### src/rtl/instruction_loader.sv
// instruction_loader: assembles a little-endian byte stream into 32-bit words and writes them to instruction memory.
// Optional ILOAD_CHECKSUM_EN adds a trailing XOR checksum byte that is checked against the stream.
module instruction_loader #(
    parameter int ADDR_W = 5,
    parameter int LEN_W  = ADDR_W + 1
) (
    input  logic              il_clk,
    input  logic              il_rst_n,
    input  logic              il_start,
    input  logic              il_abort,
    input  logic [LEN_W-1:0]  il_len,
    input  logic [7:0]        il_byte,
    input  logic              il_byte_valid,
    output logic              il_byte_ready,
    output logic              il_we,
    output logic [ADDR_W-1:0] il_waddr,
    output logic [31:0]       il_wdata,
    output logic              il_busy,
    output logic              il_done,
    output logic              il_err,
    output logic [LEN_W-1:0]  il_count
);
    localparam logic [LEN_W-1:0] DEPTH = LEN_W'(2 ** ADDR_W);

    typedef enum logic [2:0] {
        IDLE,
        ASSEMBLE,
        WRITE,
`ifdef ILOAD_CHECKSUM_EN
        CHECK,
`endif
        DONE
    } state_t;

    state_t state, next;
    logic [1:0] lane;
    logic [LEN_W-1:0] eff_len;
    logic take, last;

    assign take = il_byte_valid && il_byte_ready;
    assign last = LEN_W'(il_count + 1'b1) == eff_len;

    always_ff @(posedge il_clk or negedge il_rst_n) begin
        if (!il_rst_n) state <= IDLE;
        else           state <= next;
    end

    always_comb begin
        next          = state;
        il_byte_ready = 1'b0;
        il_we         = 1'b0;
        il_busy       = 1'b0;
        case (state)
            IDLE: if (il_start) next = (il_len == '0) ? DONE : ASSEMBLE;
            ASSEMBLE: begin
                il_busy       = 1'b1;
                il_byte_ready = 1'b1;
                if (il_byte_valid && lane == 2'd3) next = WRITE;
            end
            WRITE: begin
                il_busy = 1'b1;
                il_we   = 1'b1;
`ifdef ILOAD_CHECKSUM_EN
                next = last ? CHECK : ASSEMBLE;
`else
                next = last ? DONE : ASSEMBLE;
`endif
            end
`ifdef ILOAD_CHECKSUM_EN
            CHECK: begin
                il_busy       = 1'b1;
                il_byte_ready = 1'b1;
                if (il_byte_valid) next = DONE;
            end
`endif
            DONE:    next = IDLE;
            default: next = IDLE;
        endcase
        // abort overrides everything: nothing consumed, nothing written
        if (il_abort) begin
            next          = IDLE;
            il_byte_ready = 1'b0;
            il_we         = 1'b0;
        end
    end

`ifdef ILOAD_CHECKSUM_EN
    logic [7:0] xsum;
    always_ff @(posedge il_clk or negedge il_rst_n) begin
        if (!il_rst_n) begin
            xsum   <= '0;
            il_err <= 1'b0;
        end else if (state == IDLE && il_start && !il_abort) begin
            xsum   <= '0;
            il_err <= 1'b0;
        end else if (take && state == ASSEMBLE) begin
            xsum <= xsum ^ il_byte;
        end else if (take && state == CHECK) begin
            il_err <= il_byte != xsum;
        end
    end
`else
    assign il_err = 1'b0;
`endif

    always_ff @(posedge il_clk or negedge il_rst_n) begin
        if (!il_rst_n) begin
            lane     <= '0;
            il_waddr <= '0;
            il_wdata <= '0;
            eff_len  <= '0;
            il_count <= '0;
            il_done  <= 1'b0;
        end else if (il_abort) begin
            lane <= '0;
        end else begin
            case (state)
                IDLE: if (il_start) begin
                    eff_len  <= (il_len > DEPTH) ? DEPTH : il_len;
                    il_count <= '0;
                    il_waddr <= '0;
                    lane     <= '0;
                    il_done  <= 1'b0;
                end
                ASSEMBLE: if (take) begin
                    il_wdata[{lane, 3'b000} +: 8] <= il_byte;
                    lane <= lane + 1'b1;
                end
                WRITE: begin
                    il_waddr <= il_waddr + 1'b1;
                    il_count <= il_count + 1'b1;
                end
                default: ;
            endcase
            if (next == DONE) il_done <= 1'b1;
        end
    end
endmodule

### config.mk
export PLATFORM = sky130hd
export DESIGN_NAME = instruction_loader
export DESIGN_NICKNAME = d
export VERILOG_FILES = /design/src/rtl/instruction_loader.sv
export SDC_FILE = /design/constraint.sdc
export NUM_CORES = 1
export LEC_CHECK = 0
export ABC_AREA = 1
export BUFFER_PORTS_ARGS = -buffer_cell sky130_fd_sc_hd__buf_2
export CAP_MARGIN = 20
export CORE_MARGIN = 1.5
export CORE_UTILIZATION = 36
export CTS_BUF_LIST = sky130_fd_sc_hd__clkbuf_16
export DETAILED_ROUTE_END_ITERATION = 7
export PLACE_DENSITY = 0.63
export SYNTH_ARGS = -nofsm -noshare
export SYNTH_HDL_FRONTEND = slang
export SYNTH_SLANG_ARGS = --single-unit
export TNS_END_PERCENT = 20
### constraint.sdc
create_clock -name il_clk -period 4.4 [get_ports il_clk]
set_clock_uncertainty 0.15 [all_clocks]
set_input_delay 0.88 -clock il_clk [delete_from_list [all_inputs] [get_ports il_clk]]
set_output_delay 0.88 -clock il_clk [all_outputs]
set_load 0.02 [all_outputs]
# Word-level counts from Yosys, hierarchy flattened
# Index checks and enable logic that the tools add are counted.
dict set report totals {
  word_cells 61
  reg_bits 55
  in_bits 19
}
dict set report op_classes {
  n_mux 24
  eq_ne 8
  shift 2
  addsub 4
  bitwise_logic 1
  n_reduce_logical 14
  n_lt_le_gt_ge 1
}
# operator count
set op_table {}
lappend op_table {{bitwise mux 32 bit} 1}
lappend op_table {{variable shift 8 x 7 -> 32 bit (first input constant)} 1}
lappend op_table {{indexed part select 8 x 7 -> 32 bit} 1}
lappend op_table {{AND reduction 3 bit} 5}
lappend op_table {{2-to-1 mux 6 bit} 2}
lappend op_table {{case mux 6 bit (2 select lines)} 1}
lappend op_table {{2-to-1 mux 2 bit} 5}
lappend op_table {{case mux 5 bit (2 select lines)} 1}
lappend op_table {{2-to-1 mux 3 bit} 3}
lappend op_table {{case mux 3 bit (3 select lines)} 1}
lappend op_table {{2-to-1 mux 1 bit} 8}
lappend op_table {{negator 5 -> 7 bit} 1}
lappend op_table {{adder 6 x 1 -> 6 bit (second input constant)} 1}
lappend op_table {{== test 3 x 2 -> 1 bit (second input constant)} 2}
lappend op_table {{== test 6 bit} 1}
lappend op_table {{> comparator 6 bit (second input constant)} 1}
lappend op_table {{logical NOT 6 bit} 1}
lappend op_table {{inequality test 3 bit (second input constant)} 2}
lappend op_table {{nonzero test 2 bit} 3}
lappend op_table {{adder 5 x 1 -> 5 bit (second input constant)} 1}
lappend op_table {{2-to-1 mux 5 bit} 1}
lappend op_table {{case mux 2 bit (2 select lines)} 1}
lappend op_table {{== test 3 x 1 -> 1 bit (second input constant)} 1}
lappend op_table {{logical NOT 3 bit} 1}
lappend op_table {{other kinds (7)} 8}

# Longest topological paths before layout
# Gate-level depths: netlist of run 1.
dict set report depth {
  depth_word 8
  depth_mapped 13
  ltp_nobuf 13
}

# Worst setup path after synthesis of run 1
# OpenSTA, ideal clock, no wires.
dict set report synth_timing {
  path_type {input -> output}
  from {in il_abort}
  to {out il_we}
  required_time_ns 3.370
  n_path_buf 1
  arrival_ns 1.464
  stages 4
  path_slack_ns 1.906
  path_cell_list {buf_2 > inv_1 > nand2_1 > inv_1}
}
dict set report synth_between {
  elab_chain_len 1
}
# item line_no
set synth_lines {}
lappend synth_lines {{start, declared} 10} ;# input logic il_abort,
lappend synth_lines {{2-to-1 mux 1 bit} 80} ;# if (il_abort) begin
lappend synth_lines {{end, declared} 15} ;# output logic il_we,
# Every way passes these cells.

# Final worst setup path of run 1
# Same ends and word-level chain as after synthesis.

==> qor.yml, run 1 <==
cts_setup_buffers: 0
crit_arrival_ps: 1740
wire_per_inst_um: 13.11
syn_area_um2: 2779
antenna_found_initial: 0
powerDensity_nw_per_um2: 336.4
avgSynthCellArea_um2: 8.603
viasPerCell: 4.735
first_iter_violations: 97
cts_made_buffers: 5
hold_path_class: "reg2reg"
netlist_instances: 323
nNetsFinal: 413
fill_cells: 763
first_pass_iters: 4
grt_max_degree: 35
cts_hold_buf: 0
critical_path_class: "in2out"
slew_viol_final: 0
drive_gt1_share_pct: 23.97
layout_common_cells: "65 x buf_2, 55 x dfrtp_1, 47 x nand2_1, 46 x inv_1, 36 x nor2_1"
grt_pass1_vias: 2316
grt_use_total_pct: 16.52
cts_tree: "done"
crit_slowest_cell: "buf_2"
setup_viol: 0
clk_path_buf_depth: 2
crit_chain: "buf_2, inv_1, nand2_1, inv_1, buf_2"
overflow: 0
crit_required_ps: 3370
grt_pass1_wl_um: 10800
cts_resized: 0
cts_sinks: 55
core_um2: 7370
root_buffer: "clkbuf_16"
finalInstanceArea_um2: 3316
setup-tns-final_ps: 0
rsz0062_at_grt: "false"
io_pins: 67
drc: 0
place_area_um2: 3174
syn2layout_area_growth_pct: 19.32
path_max_fanout: 8
end_kind: "output pin"
max_stage_delay_ps: 230
hold_viol_final: 0
numPortBuffers: 65
cts.clk_slew.worst_paths_ps: 60
max-vdd-ir-drop_uv: 288.5
layout_commonest_cell: "buf_2"
yosys_warnings: 0
status: "finished, final reports clean"
synth-seq-cells: 55
hpwl_um: 4848
routed_wl_um: 6385
post-route-min-period_ps: 2769
startpoint_type: "input pin"
fin_ws_ps: 1631
ant_nets: 0
gp_congestion: 0.8477
yosysSeqAreaShare_pct: 49.53
die_area_um2: 8256
max_freq_mhz: 361.1
rows: 31
die_x_um: 90.86
htree_levels: 2
antennaDiodeCount: 0
leakage_nw: 1.756
start_util_pct: 37.71
dp_slack_ps: 1642
via_count: 2306
insertion_delay_ps: 290
slew_headroom_pct: 55.72
die_h_um: 90.86
synth.distinct_cells: 38
drv_cap: 0
fin_crit_sh_pct: 62.94
worst_pin_slew_ps: 664.1
==> routing by layer <==
layer	vias up	GRT usage [%]	share of wire, %
li1	1178	-	-
met1	1053	21.81	47
met2	69	26.44	45
met3	6	4.630	5.9
met4	0	4.688	1.3
met5	-	0	0
==> logic make-up (layout without fill, tap and decap cells) <==
group / count (synthesis) / count (layout) / share of synthesized area [%]
buffers and inverters: 60 / 124 / 9.094
and+or+nand+nor: 139 / 139 / 25.30
AOI/OAI and AO/OA: 58 / 58 / 11.80
muxes: 1 / 1 / 0.3602
DFF: 55 / 55 / 49.53
xor gates and xnor gates: 2 / 2 / 0.6305
other: 1 / 2 / 0.1349
adders and majority gates: 7 / 7 / 3.152
==> final timing paths <==
kind,cells after the start,endpoint,startpoint,slack (ps)
max reg2reg,6,il_wdata[18],lane[0],1660
min in group asynchronous,1,il_count[5],il_rst_n,410
min,2,il_done,il_done,330
min reg2reg,2,il_done,il_done,330
max,5,il_we,il_abort,1630
max in group asynchronous,2,il_wdata[17],il_rst_n,2860
==> Yosys cell counts (all sizes together) <==
cell    number  area, um2
clkbuf       1      3.750
a21oi       21      120.1
dfrtp       55       1376
a31oi        1      6.260
mux2i        1      10.01
o22ai        6      37.54
nand3       29      157.7
nor3b        3      27.52
conb         1      3.750
xnor2        2      17.52
o31ai        1      7.510
o21ai       27      138.9
inv         49      183.9
nor3         6      46.30
a22o         2      17.52
nand2       49      193.9
nor2        42      215.2
ha           7      87.58
nand4        9      56.30
and3         1      6.260
clkinv       1      3.750
buf          9      61.30
==> metrics by stage <==
step | util, % | std cells | hold slack, ps | power, W
after global placement | 43.07 | 479 | 315.6 | 0.0007415
after detailed placement | 43.07 | 479 | 319.2 | 0.0007459
final | 44.99 | 487 | 330.2 | 0.001115
after global routing | 44.99 | 487 | 352.4 | 0.001178
after CTS | 44.99 | 487 | 337.8 | 0.001133
after floorplan | - | 324 | 319.5 | 0.0006790
==> flip-flops by register name, summed over array words and instances (netlist names) <==
signal	flops
eff_len	6
il_count	6
il_done	1
il_waddr	5
il_wdata	32
lane	2
state	3
==> critical path, delay by kind of cell <==
| kind | cells | cell delay [ps] |
|---|---|---|
| AND/OR/NAND/NOR | 1 | 210 |
| buffers and inverters | 4 | 640 |
==> power breakdown <==
group | total [W] | switching [W] | internal [W]
Clock | 0.000381 | 0.000173 | 0.000208
Sequential | 0.000566 | 0.0000232 | 0.000543
Combinational | 0.000168 | 0.000110 | 0.0000578
Total | 0.00112 | 0.000306 | 0.000809
==> final cells by class <==
cell class,count,area [um2],share of cell area [%]
inverter,50,187.7,5.660
clock inverter,3,16.27,0.4906
sequential,55,1376,41.51
tap,99,123.9,3.736
timing repair buffer,66,332.8,10.04
clock buffer,5,125.1,3.774
multi-input combinational,209,1154,34.79
No activity file was read; power rests on OpenSTA's default activity.
==> inputs of run 2 (changes only) <==
clock period = 2.7 ns   (was 4.4 ns; I/O delays follow)
==> run 2 against run 1 <==
  * Clock power rose by 58%
  * Total power rose by 61%
  * Register-to-register slack got worse by 1100 ps
  * Via count rose by 1.2%
  * Die area did not move
  * Worst setup slack got worse by 1200 ps
  * Sequential share of layout area fell by 0.19 points
  * Combinational power rose by 65%
  * Critical path depth rose by 1
  * Utilization rose by 0.20 points
  * Sequential power rose by 63%
  * Non-clock buffer count rose by 1
  * Critical path type is now reg2out
  * Critical endpoint unchanged
  * Largest power group unchanged
==> qor.yml, run 2 (synthesis results as in run 1) <==
top_regs: "il_wdata x32, eff_len x6, il_count x6"
die_area_um2: 8256
slew_headroom_pct: 60.25
worst_pin_slew_ps: 596.3
status: "finished, final reports clean"
intPower_w: 0.001316
max-vdd-ir-drop_uv: 375.8
gp_congestion: 0.8778
end_kind: "output pin"
ant_nets: 0
rows: 31
hpwl_um: 4780
comb_power_share_pct: 15.4
route.met3.wl_um: 290
fin_crit_sh_pct: 83.27
layout_common_cells: "65 x buf_2, 55 x dfrtp_1, 47 x nand2_1, 46 x inv_1, 36 x nor2_1"
leakage_nw: 1.764
top_register: "il_wdata"
startpoint_type: "flop"
drc: 0
drive_gt1_share_pct: 23.91
grt_pass1_wl_um: 10470
cts_made_buffers: 5
met1_length_um: 2980
clockPowerShare_pct: 33.4
powerDensity_nw_per_um2: 540.5
p_sw_share_pct: 26.88
routed_wl_um: 6220
htree_levels: 2
grt_max_degree: 32
viasPerCell: 4.783
seq_power_share_pct: 51.1
cts.clk_slew.worst_paths_ps: 70
core_um2: 7370
post-route-min-period_ps: 2248
cts_tree: "done"
cts_setup_buffers: 0
syn2layout_area_growth_pct: 19.86
first_iter_violations: 138
crit_arrival_ps: 1560
layout_commonest_cell: "buf_2"
numPortBuffers: 65
hold_viol_final: 0
cts_resized: 0
nNetsFinal: 414
stdcell_count: 488
p_switching_w: 0.0004840
critical_path_class: "reg2out"
grt_pass1_vias: 2299
path_max_fanout: 6
antennaDiodeCount: 0
grt_use_total_pct: 15.71
die_x_um: 90.86
crit_required_ps: 2010
antenna_found_initial: 0
met2_length_um: 2850
clk_path_buf_depth: 2
overflow: 0
cts_sinks: 55
max_freq_mhz: 444.8
root_buffer: "clkbuf_16"
routed.top_layer: "met4"
place_inst: 480
first_pass_iters: 4
die_h_um: 90.86
via_count: 2334
setup_viol: 0
cts_hold_buf: 0
hold_path_class: "in2async"
rsz0062_at_grt: "false"
hold_ws_ps: 103.2
io_pins: 67
wire_per_inst_um: 12.75
start_util_pct: 37.71
slew_viol_final: 0
largest_reg_flops: 32
setup-tns-final_ps: 0
insertion_delay_ps: 280
drv_cap: 0
==> run 2: cell count changes in the layout (fill, tap and decap cells not counted) <==
| cell | previous run | this run |
|---|---|---|
| buf_12 | 0 | 1 |
| clkinv_1 | 2 | 3 |
| clkinv_4 | 1 | 0 |
==> run 2: worst max-delay path: stages, from the launching register on <==
cell     delay (ps)
dfrtp_1         410
inv_1            60
nand2_1          80
nor2_1          200
nand2_1         200
inv_1           160
buf_2           180
==> run 2: per-layer routing <==
layer | vias to the layer above | global-route usage, %
li1 | 1179 | -
met1 | 1082 | 21.09
met2 | 62 | 25.44
met3 | 11 | 2.862
met4 | 0 | 5.469
met5 | - | 0
==> run 2: path summary, 6_finish.rpt <==
| kind | cells past startpoint | slack (ps) | from | to |
|---|---|---|---|---|
| setup reg to reg | 6 | 520 | lane[1] | il_wdata[22] |
| hold reg to reg | 2 | 340 | il_done | il_done |
| min in group il_clk | 2 | 340 | il_done | il_done |
| max in group asynchronous | 2 | 1720 | il_rst_n | il_wdata[23] |
| setup / recovery | 6 | 450 | state[0] | il_we |
| hold / removal | 1 | 100 | il_rst_n | il_count[5] |
==> run 2: final cells by class <==
class | count | area [um2]
clock inverters | 3 | 11.26
flip-flops and latches | 55 | 1376
repair buffers | 67 | 352.8
fillers | 763 | 4039
well taps | 99 | 123.9
clock buffers | 5 | 125.1
multi-input cells | 209 | 1154
inverters | 50 | 187.7
==> run 2: metrics by stage <==
stage / total power [W] / util [%] / cell area, um2 / worst slack (ps)
after floorplan: 0.001107 / - / 2783 / 382.4
after global placement: 0.001211 / 43.34 / 3194 / 658.0
after detailed placement: 0.001216 / 43.34 / 3194 / 513.2
after CTS: 0.001825 / 45.20 / 3331 / 448.8
after global routing: 0.001889 / 45.20 / 3331 / 281.6
final: 0.001800 / 45.20 / 3331 / 451.7
==> run 2: power groups by stage <==
| stage | combinational, W | clock [W] | sequential, W |
|---|---|---|---|
| 3_3_place_gp | 0.000277 | 0 | 0.000934 |
| 5_1_grt | 0.000309 | 0.000651 | 0.000928 |
| 3_5_place_dp | 0.000282 | 0 | 0.000934 |
| 2_1_floorplan | 0.000118 | 0 | 0.000989 |
| 4_1_cts | 0.000281 | 0.000623 | 0.000921 |
| 6_report | 0.000277 | 0.000602 | 0.000921 |
